--- config.mk ---
export PLATFORM = sky130hd
export DESIGN_NAME = serial_comparator
export DESIGN_NICKNAME = d
export VERILOG_FILES = /design/src/rtl/serial_cmp_pkg.sv /design/src/rtl/serial_cmp_cell.sv /design/src/rtl/serial_comparator.sv
export SDC_FILE = /design/constraint.sdc
export NUM_CORES = 1
export LEC_CHECK = 0
export ABC_AREA = 0
export CAP_MARGIN = 15
export CORE_MARGIN = 5
export CORE_UTILIZATION = 45
export DETAILED_ROUTE_END_ITERATION = 6
export DONT_BUFFER_PORTS = 1
export PLACE_DENSITY = 0.66
export SLEW_MARGIN = 20
export SYNTH_ARGS = -nofsm -noshare
export SYNTH_HDL_FRONTEND = slang
export SYNTH_SLANG_ARGS = --single-unit
--- constraint.sdc ---
create_clock -name clk -period 1.3 [get_ports clk]
set_clock_uncertainty 0.15 [all_clocks]
set_input_delay 0.26 -clock clk [delete_from_list [all_inputs] [get_ports clk]]
set_output_delay 0.26 -clock clk [all_outputs]
set_load 0.01 [all_outputs]
--- src/rtl/serial_cmp_pkg.sv ---
// Shared types and helpers for the bit-serial magnitude comparator.
package serial_cmp_pkg;

  typedef enum logic [1:0] {IDLE, ACC, RESULT} cmp_state_t;

  // Count range 0..WIDTH+1, so WIDTH+1 is the saturation value.
  function automatic int cnt_width(input int width);
    return $clog2(width + 2);
  endfunction

endpackage

--- src/rtl/serial_cmp_cell.sv ---
// Per-beat next-state logic for the g/l accumulators.
// SERIAL_CMP_MSB_FIRST_EN selects MSB-first order with a sticky decided flag.
module serial_cmp_cell (
  input  logic i_en,
  input  logic i_a,
  input  logic i_b,
  input  logic i_g,
  input  logic i_l,
`ifdef SERIAL_CMP_MSB_FIRST_EN
  input  logic i_dec,
  output logic o_dec,
`endif
  output logic o_g,
  output logic o_l
);

  logic w_diff;
  logic w_upd;

  assign w_diff = i_a ^ i_b;

`ifdef SERIAL_CMP_MSB_FIRST_EN
  // First differing bit is the most significant one; later ones are ignored.
  assign w_upd = i_en & w_diff & ~i_dec;
  assign o_dec = i_dec | (i_en & w_diff);
`else
  // Each later differing bit is more significant and overrides earlier ones.
  assign w_upd = i_en & w_diff;
`endif

  assign o_g = w_upd ? (i_a & ~i_b) : i_g;
  assign o_l = w_upd ? (~i_a & i_b) : i_l;

endmodule

--- src/rtl/serial_comparator.sv ---
// Bit-serial magnitude comparator: framed bit-pair stream in, registered g/l/e/err out.
// Optional macro SERIAL_CMP_MSB_FIRST_EN switches the stream to MSB-first.
module serial_comparator
  import serial_cmp_pkg::*;
#(
  parameter int WIDTH = 8
) (
  input  logic clk,
  input  logic rst,
  input  logic in_valid,
  output logic in_ready,
  input  logic a_bit,
  input  logic b_bit,
  input  logic in_last,
  output logic out_valid,
  input  logic out_ready,
  output logic g,
  output logic l,
  output logic e,
  output logic err
);

  localparam int CW = cnt_width(WIDTH);
  localparam logic [CW-1:0] CNT_W   = CW'(WIDTH);
  localparam logic [CW-1:0] CNT_MAX = CW'(WIDTH + 1);

  cmp_state_t    r_state, w_state_nxt;
  logic [CW-1:0] r_cnt, w_cnt_inc;
  logic          r_g_acc, r_l_acc, w_g_nxt, w_l_nxt;
  logic          r_g, r_l, r_e, r_err;
  logic          w_beat, w_upd, w_fin, w_clr;

  assign in_ready  = (r_state != RESULT);
  assign out_valid = (r_state == RESULT);
  assign w_beat    = in_valid & in_ready;
  assign w_upd     = w_beat & (r_cnt < CNT_W);
  assign w_fin     = w_beat & in_last;
  assign w_clr     = out_valid & out_ready;
  assign w_cnt_inc = (r_cnt == CNT_MAX) ? r_cnt : r_cnt + CW'(1);

`ifdef SERIAL_CMP_MSB_FIRST_EN
  logic r_dec, w_dec_nxt;
`endif

  serial_cmp_cell u_cell (
    .i_en  (w_upd),
    .i_a   (a_bit),
    .i_b   (b_bit),
    .i_g   (r_g_acc),
    .i_l   (r_l_acc),
`ifdef SERIAL_CMP_MSB_FIRST_EN
    .i_dec (r_dec),
    .o_dec (w_dec_nxt),
`endif
    .o_g   (w_g_nxt),
    .o_l   (w_l_nxt)
  );

  always_comb begin
    w_state_nxt = r_state;
    case (r_state)
      IDLE:    if (w_beat) w_state_nxt = in_last ? RESULT : ACC;
      ACC:     if (w_fin) w_state_nxt = RESULT;
      RESULT:  if (out_ready) w_state_nxt = IDLE;
      default: w_state_nxt = IDLE;
    endcase
  end

  always_ff @(posedge clk or posedge rst) begin
    if (rst) begin
      r_state <= IDLE;
      r_cnt   <= '0;
      r_g_acc <= 1'b0;
      r_l_acc <= 1'b0;
      r_g     <= 1'b0;
      r_l     <= 1'b0;
      r_e     <= 1'b0;
      r_err   <= 1'b0;
    end else begin
      r_state <= w_state_nxt;
      if (w_clr) begin
        r_cnt   <= '0;
        r_g_acc <= 1'b0;
        r_l_acc <= 1'b0;
      end else if (w_beat) begin
        r_cnt   <= w_cnt_inc;
        r_g_acc <= w_g_nxt;
        r_l_acc <= w_l_nxt;
      end
      // Verdict includes the last beat's update, hence the next-state values.
      if (w_fin) begin
        r_g   <= w_g_nxt;
        r_l   <= w_l_nxt;
        r_e   <= ~w_g_nxt & ~w_l_nxt;
        r_err <= (w_cnt_inc != CNT_W);
      end
    end
  end

`ifdef SERIAL_CMP_MSB_FIRST_EN
  always_ff @(posedge clk or posedge rst) begin
    if (rst)         r_dec <= 1'b0;
    else if (w_clr)  r_dec <= 1'b0;
    else if (w_beat) r_dec <= w_dec_nxt;
  end
`endif

  assign g   = r_g;
  assign l   = r_l;
  assign e   = r_e;
  assign err = r_err;

endmodule

Word level (Yosys, flattened, before mapping)
Index checks and enable logic that the tools add are counted.
- register bits after elaboration: 12
- add/sub/neg operators: 1
- magnitude comparators: 1
- equality and inequality tests: 8
- multiplexer cells: 14
- bitwise logic cells: 13
- reduce and logical (&&, ||, !) cells: 3
- operator list (cell ; number):
    4-bit two-way mux ; 3
    1-bit AND ; 8
    2-bit two-way mux ; 4
    1-bit two-way mux ; 6
    2-bit != test, second input constant ; 3
    2-bit one-hot mux with 3 select lines ; 1
    4-bit by 1-bit adder with 4-bit output, second input constant ; 1
    4-bit equality test, second input constant ; 1
    4-bit < comparator, second input constant ; 1
    4-bit != test, second input constant ; 1
    1-bit inverter ; 4
    3-bit AND reduction ; 1
    2-bit by 1-bit equality test with 1-bit output, second input constant ; 1
    2-bit equality test, second input constant ; 1
    2-bit zero test ; 1
    2-bit by 1-bit != test with 1-bit output, second input constant ; 1
    2-bit nonzero test ; 1
    1-bit bitwise XOR ; 1

Depth between registers and ports, before layout
Gate-level depths: netlist of the first run.
- depth after elaboration: 7
- depth in mapped cells: 6
- depth with buffers taken out: 6

Cells and area by module
From an unflattened synthesis of the first run, not the netlist that was laid out.
- cell total of the unflattened synthesis: 60
- area total of the unflattened synthesis: 663.1 µm²
- by module, submodules not included (module ; times used ; cells each ; area each (µm²) ; seq. area each (µm²)):
    serial_comparator ; 1 ; 53 ; 586.8 ; 300.3
    serial_cmp_cell ; 1 ; 7 ; 76.3 ; 0.0

Worst setup path after synthesis of the first run
No wires, ideal clock.
- path kind: flip-flop to flip-flop
- from: register r_cnt[0]
- to: register r_err (netlist: err)
- setup time: 0.084 ns
- arrival time: 1.191 ns
- path slack: -0.125 ns
- stages on the path, launching flop included: 6
- clock period less this slack: 1.425 ns
- cells stage by stage: dfrtp_1 > ha_1 > nand3b_2 > o21ai_1 > a31o_1 > a41oi_2
- cells in the longest elaborated chain, start to end: 3
- elaborated cells between the ends (all ways): 4
- classes of those cells: 1 x add/sub; 2 x eq/ne; 1 x mux
- ends and longest elaborated chain (item ; RTL line ; text):
    from (decl) ; serial_comparator.sv:28 ; logic [CW-1:0] r_cnt, w_cnt_inc;
    from (signal assigned) ; serial_comparator.sv:86 ; r_cnt <= w_cnt_inc;
    4-bit by 1-bit adder with 4-bit output or 4-bit equality test (tied branches) ; serial_comparator.sv:39 ; assign w_cnt_inc = (r_cnt == CNT_MAX) ? r_cnt : r_cnt + CW'(1);
    4-bit two-way mux * ; serial_comparator.sv:39 ;
    4-bit != test * ; serial_comparator.sv:95 ; r_err <= (w_cnt_inc != CNT_W);
    to (signal assigned) ; serial_comparator.sv:95 ;
    to (decl) ; serial_comparator.sv:30 ; logic r_g, r_l, r_e, r_err;
Every way passes the cells marked *; elsewhere a longest branch is shown, timed or not.
A chain may end at the register's enable or synchronous reset.

Final worst setup path of the first run
- from: register r_state[0]
- to: output port out_valid
- cells in the longest elaborated chain, start to end: 1
- ends and longest elaborated chain (item ; RTL line ; text):
    from (decl) ; serial_comparator.sv:27 ; cmp_state_t r_state, w_state_nxt;
    from (signal assigned) ; serial_comparator.sv:80 ; r_state <= w_state_nxt;
    2-bit equality test ; serial_comparator.sv:34 ; assign out_valid = (r_state == RESULT);
    to (decl) ; serial_comparator.sv:15 ; output logic out_valid,
No other way between the ends.

==> results of run 1 <==
final cells by class:
class	count	area, µm²	share of cell area (%)
multi-input cells	48	467	46.9
flip-flops and latches	12	303	30.4
well taps	16	20.0	2.01
inverters	8	32.5	3.27
clock buffers	4	36.3	3.65
repair buffers	15	136	13.7
cells in the mapped netlist (2+ instances only):
library cell / n / area share [%]
sky130_fd_sc_hd__mux2i_1: 4 / 5.8
sky130_fd_sc_hd__a21oi_1: 2 / 1.5
sky130_fd_sc_hd__nand2_1: 6 / 3.3
sky130_fd_sc_hd__o22ai_1: 2 / 1.8
sky130_fd_sc_hd__inv_1: 7 / 3.8
sky130_fd_sc_hd__nor2_1: 2 / 1.1
sky130_fd_sc_hd__o21ai_0: 3 / 2.2
sky130_fd_sc_hd__a21o_1: 2 / 2.2
sky130_fd_sc_hd__nor3b_1: 2 / 2.2
sky130_fd_sc_hd__o21ai_1: 6 / 4.4
sky130_fd_sc_hd__ha_1: 4 / 7.3
sky130_fd_sc_hd__nand3_1: 2 / 1.5
sky130_fd_sc_hd__dfrtp_1: 12 / 44
metal layers:
metal	global-route usage, %	share of wire [%]	vias up
li1	-	-	278
met1	18.3	45	262
met2	24.5	47	11
met3	3.36	4.3	7
met4	9.42	3.6	0
met5	0	0	-
timing repair:
| action | CTS | global route |
|---|---|---|
| hold buffers | 3 | 0 |
| resized for setup | 12 | 6 |
| pin swaps | 3 | 4 |
| buffers inserted | 3 | 0 |
| endpoints found under the hold margin | 14 | 0 |
| setup endpoints to repair | 12 | 12 |
through the flow:
stage / cells / cell area (µm²) / hold slack (ps) / setup slack [ps] / util (%)
3_5_place_dp: 93 / 825 / 38.3 / -67.0 / 56.0
5_1_grt: 103 / 995 / 37.7 / -178 / 67.6
4_1_cts: 103 / 970 / 36.2 / -127 / 65.9
6_report: 103 / 995 / 36.0 / -135 / 67.6
3_3_place_gp: 93 / 825 / 32.5 / -70.0 / 56.0
2_1_floorplan: 69 / 748 / -25.4 / -25.7 / -
where the power goes:
part / internal, mW / switching, mW
logic: 0.336 / 0.293
clock network: 0.171 / 0.147
registers: 0.457 / 0.103
total: 0.964 / 0.543
cell families (layout without fill, tap and decap cells):
family	count (synthesis)	count (layout)	share of synthesized area [%]
compound gates	20	20	19.3
fa+ha+maj	4	4	7.27
mux	5	5	8.00
simple gates	19	19	15.8
flops	12	12	43.6
buf+inv	9	27	6.00
state kept, by name (all words and copies together) (netlist names):
signal,cells
r_g_acc,1
r_state,2
l,1
g,1
e,1
err,1
r_cnt,4
r_l_acc,1
worst min-delay path by stage:
stage,from,endpoint,slack [ps]
CTS,in_last,l,40
detailed placement,rst,r_state[0],40
global placement,rst,r_state[0],30
floorplan,rst,e,-30
global route,in_last,g,40
finish,in_last,l,40
==> impl_metrics.yaml, run 1 <==
outcome:
  run_status: "finished, violations left"
  violations: "setup timing"
worst_setup_path:
  cp-start-kind: "flop"
  critical_path.reg2reg.endpoint: "r_cnt[0]"
  critPathRequiredTime_ps: 890
  crit_path_end: "out_valid"
  critPathLaunch: "r_state[0]"
  arrival_time_worst_endpoint_ps: 1020
  critical_path.cell_chain: "nand2b_4 > buf_6 > inv_4"
  timing.setup.critical_path_class: "flop to primary output"
  slowest_delay_ps: 390
  cp.buffers_inverters: 2
  crit_path_top_delay_cell: "sky130_fd_sc_hd__dfrtp_1"
  critical_path.reg2reg.startpoint: "r_state[0]"
  ff2ff_path_depth: 5
  timing.critical_path.max_delay_family: "flip-flops"
  setup.reg_to_reg.worst_slack_ps: -130
  worst-path-max-fanout: 2
  endpoint_kind: "primary output"
  critical_path_cell_count: 3
yosys:
  synth-main-ff-cell: "sky130_fd_sc_hd__dfrtp_1"
  syn_inst: 69
  synthDistinctLibCells: 28
  avgSynthCellArea_um2: 9.97
  number_of_enable_type_register_cells_in_the_synthesized_netlist: 0
  yosysSeqAreaShare_pct: 43.6
  asr_flop_ratio_synth_pct: 100
  synth_seq_cells: 12
  synth_nets: 80
  synth.yosys.warnings: 0
  netlist_area_before_placement_um2: 688
sta:
  worst_slew_pin_slew_ps: 468
  hold_viol: 0
  fin_setup_tns_ps: -954
  timing.final.setup_violations: 12
  fin_crit_sh_pct: 110
  finalWorstSetupSlack_ps: -135
  period_needed_ps: 1430
  max_freq_mhz: 697
  slew_headroom_pct: 68.8
  slew_violations: 0
  grt_setup_unrepaired: "true"
cells_and_area:
  drive_gt1_share_pct: 51.7
  antennaDiodeCount: 0
  num-fill-cells: 111
  mostFrequentLayoutCells: "sky130_fd_sc_hd__dfrtp_1 (10), sky130_fd_sc_hd__buf_4 (10), sky130_fd_sc_hd__nand2_1 (5), sky130_fd_sc_hd__o21ai_2 (5), sky130_fd_sc_hd__inv_1 (4)"
  nNetsFinal: 99
  syn_to_final_growth_pct: 44.5
clock_network:
  tritoncts_clock_tree: "built"
  clk-insertion-delay-late_ps: 290
  clockBufferDepth: 2
  h_tree_levels: 1
  cts_root_buffer: "sky130_fd_sc_hd__clkbuf_4"
  clk_pin_slew_ps: 80
  tritoncts.num_buffers: 3
  cts.sink_count: 12
route:
  drt_first_iter_violations: 6
  route.detailed.vias_per_inst: 5.42
  post_route_drc: 0
  first_pass_iters: 4
  vias: 558
  detail-route-antenna-nets: 0
  wire_per_inst_um: 14.6
  drt_wl_total_um: 1510
worst_hold_path:
  hold_path_depth: 2
  worst_hold_path_type: "input port to flop"
floorplanning:
  placeableCoreArea_um2: 1470
  die_width_um: 49.1
  initial_core_util_pct: 46.8
  die_area_um2: 2410
  core.rowCount: 14
  fp.dieH_um: 49.1
  floorplan.io_pins: 13
global_route:
  antenna_violations_before_repair: 0
  grt_max_degree: 13
  grt_first_pass_wirelength_um: 2850
  grt_pass1_vias: 630
  track_usage_pct: 15.3
  grt_overflow_total: 0
power:
  totalPowerFinal_mw: 1.51
  powerDensity_nw_per_um2: 1510
  largest_vdd_supply_drop_mv: 0.898
  power.static_leakage_nw: 0.477
place:
  post-dp-hpwl_um: 1020
  gp_congestion: 0.743
  port-buffer-count: 0
job:
  drv_cap: 0
Note: power is estimated with default switching activity, not from simulation.
==> run 2, diff against run 1 <==
--- a/config.mk
+++ b/config.mk
@@ -8,10 +8,11 @@
 export ABC_AREA = 0
 export CAP_MARGIN = 15
 export CORE_MARGIN = 5
-export CORE_UTILIZATION = 45
+export CORE_UTILIZATION = 35
 export DETAILED_ROUTE_END_ITERATION = 6
 export DONT_BUFFER_PORTS = 1
-export PLACE_DENSITY = 0.66
+export GPL_ROUTABILITY_DRIVEN = 1
+export PLACE_DENSITY = 0.55
 export SLEW_MARGIN = 20
 export SYNTH_ARGS = -nofsm -noshare
 export SYNTH_HDL_FRONTEND = slang
==> impl_metrics.yaml, run 2 (same netlist as run 1, synthesis figures left out) <==
global_route:
  track_usage_pct: 12.8
  grt_first_pass_wirelength_um: 2570
  grt-busiest-layer: "met2"
  use_met3_pct: 3.81
  grt_pass1_vias: 556
  grt_max_degree: 13
  groute.layer.met2.usage_pct: 19.1
  groute.layer.met1.usage_pct: 16.3
  grt_overflow_total: 0
  antenna_violations_before_repair: 0
power:
  powerDensity_nw_per_um2: 1490
  power.static_leakage_nw: 0.485
  totalPowerFinal_mw: 1.51
  largest_vdd_supply_drop_mv: 0.931
route:
  first_pass_iters: 4
  detail-route-antenna-nets: 0
  post_route_drc: 0
  drt_wl_total_um: 1600
  route.detailed.vias_per_inst: 4.66
  vias: 541
  drt_first_iter_violations: 6
  wire_per_inst_um: 13.8
clock_network:
  tritoncts.num_buffers: 3
  tritoncts_clock_tree: "built"
  clk_pin_slew_ps: 80
  cts.sink_count: 12
  clockBufferDepth: 2
  cts_root_buffer: "sky130_fd_sc_hd__clkbuf_4"
  h_tree_levels: 1
  clk-insertion-delay-late_ps: 270
worst_hold_path:
  worst_hold_path_type: "input port to flop"
  timing.hold.worst.start: "in_valid"
sta:
  fin_worst_hold_slack_ps: 6.74
  finalWorstSetupSlack_ps: -116
  hold_viol: 0
  slew_headroom_pct: 68.5
  period_needed_ps: 1420
  worst_slew_pin_slew_ps: 472
  fin_crit_sh_pct: 109
  timing.final.setup_violations: 11
  max_freq_mhz: 706
  grt_setup_unrepaired: "true"
  fin_setup_tns_ps: -803
  slew_violations: 0
worst_setup_path:
  timing.setup.critical_path_class: "flop to flop"
  worst-path-max-fanout: 6
  critical_path.reg2reg.startpoint: "r_state[0]"
  cp-start-kind: "flop"
  critical_path.cell_chain: "nand2b_4 > buf_6 > mux2_4 > o21ai_1 > a21o_1"
  critPathLaunch: "r_state[0]"
  critPathRequiredTime_ps: 1370
  slowest_delay_ps: 390
  crit_path_top_delay_cell: "sky130_fd_sc_hd__dfrtp_1"
  endpoint_kind: "flop"
  arrival_time_worst_endpoint_ps: 1480
floorplanning:
  fp.dieH_um: 54.3
  placeableCoreArea_um2: 1920
  die_width_um: 54.3
  floorplan.io_pins: 13
  initial_core_util_pct: 35.8
  core.rowCount: 16
  die_area_um2: 2950
cells_and_area:
  nNetsFinal: 101
  antennaDiodeCount: 0
  drive_gt1_share_pct: 48.3
  stdcell_area_um2: 1010
  reg.largest.list: "r_cnt x4, r_state x2"
  regMostFlops: "r_cnt"
  final_common_cell: "sky130_fd_sc_hd__buf_4"
  finalNonFillerCells: 116
  largest_register_ffs: 4
  mostFrequentLayoutCells: "sky130_fd_sc_hd__buf_4 (11), sky130_fd_sc_hd__dfrtp_1 (10), sky130_fd_sc_hd__nand2_1 (5), sky130_fd_sc_hd__inv_1 (5)"
  num-fill-cells: 180
  syn_to_final_growth_pct: 46.9
  layout.core_utilization_pct: 52.6
outcome:
  violations: "setup timing"
  run_status: "finished, violations left"
place:
  post-dp-hpwl_um: 1060
  placement.setup.worst_slack_ps: -79.8
  port-buffer-count: 0
  gp_congestion: 0.838
  placement.cell_area_um2: 846
  placed_cells: 105
job:
  drv_cap: 0
[run 2: cell types whose count changed in the layout (fill, tap and decap cells not counted), sizes merged]
cell / delta
buf: +3
dlygate4sd3: -1
[run 2: final timing paths]
check                           slack (ps)    endpoint  cells after the start
min in group asynchronous              290    r_cnt[1]                      2
max in group asynchronous              370    r_cnt[0]                      2
worst max-delay path                  -120    r_cnt[3]                      5
worst min register to register         370     r_g_acc                      1
worst max register to register        -120    r_cnt[3]                      5
worst min-delay path                     7  r_state[0]                      2
[run 2: layout make-up]
cell class / instances / area (µm²) / share of cell area, %
clock buffers: 4 / 36.3 / 3.59
inverters: 8 / 32.5 / 3.22
multi-input cells: 48 / 449 / 44.4
flip-flops and latches: 12 / 303 / 30.0
well taps: 27 / 33.8 / 3.34
repair buffers: 17 / 156 / 15.5
[run 2: power by group]
group	switching, mW	internal [mW]	total [mW]	leakage (nW)
Clock	0.135	0.170	0.305	0.0210
Sequential	0.101	0.457	0.558	0.147
Combinational	0.282	0.363	0.644	0.317
[run 2: per-layer routing]
layer | vias to the layer above | share of wire, %
met3 | 4 | 6.0
li1 | 284 | -
met5 | - | 0
met1 | 240 | 44
met4 | 0 | 2.1
met2 | 13 | 48
[run 2: critical path: cells and delay by family, from the launching register on]
family          cells  cell delay (ps)
flops               1              390
mux                 1              330
compound gates      2              200
simple gates        1              150
buf+inv             1              130
[run 2: timing repair]
action / CTS / global route
hold endpoints to repair: 13 / 0
pin swaps: 5 / 2
gates resized for setup: 15 / 2
endpoints found under the setup margin: 11 / 12
setup buffers: 4 / 1
hold buffers: 2 / 0
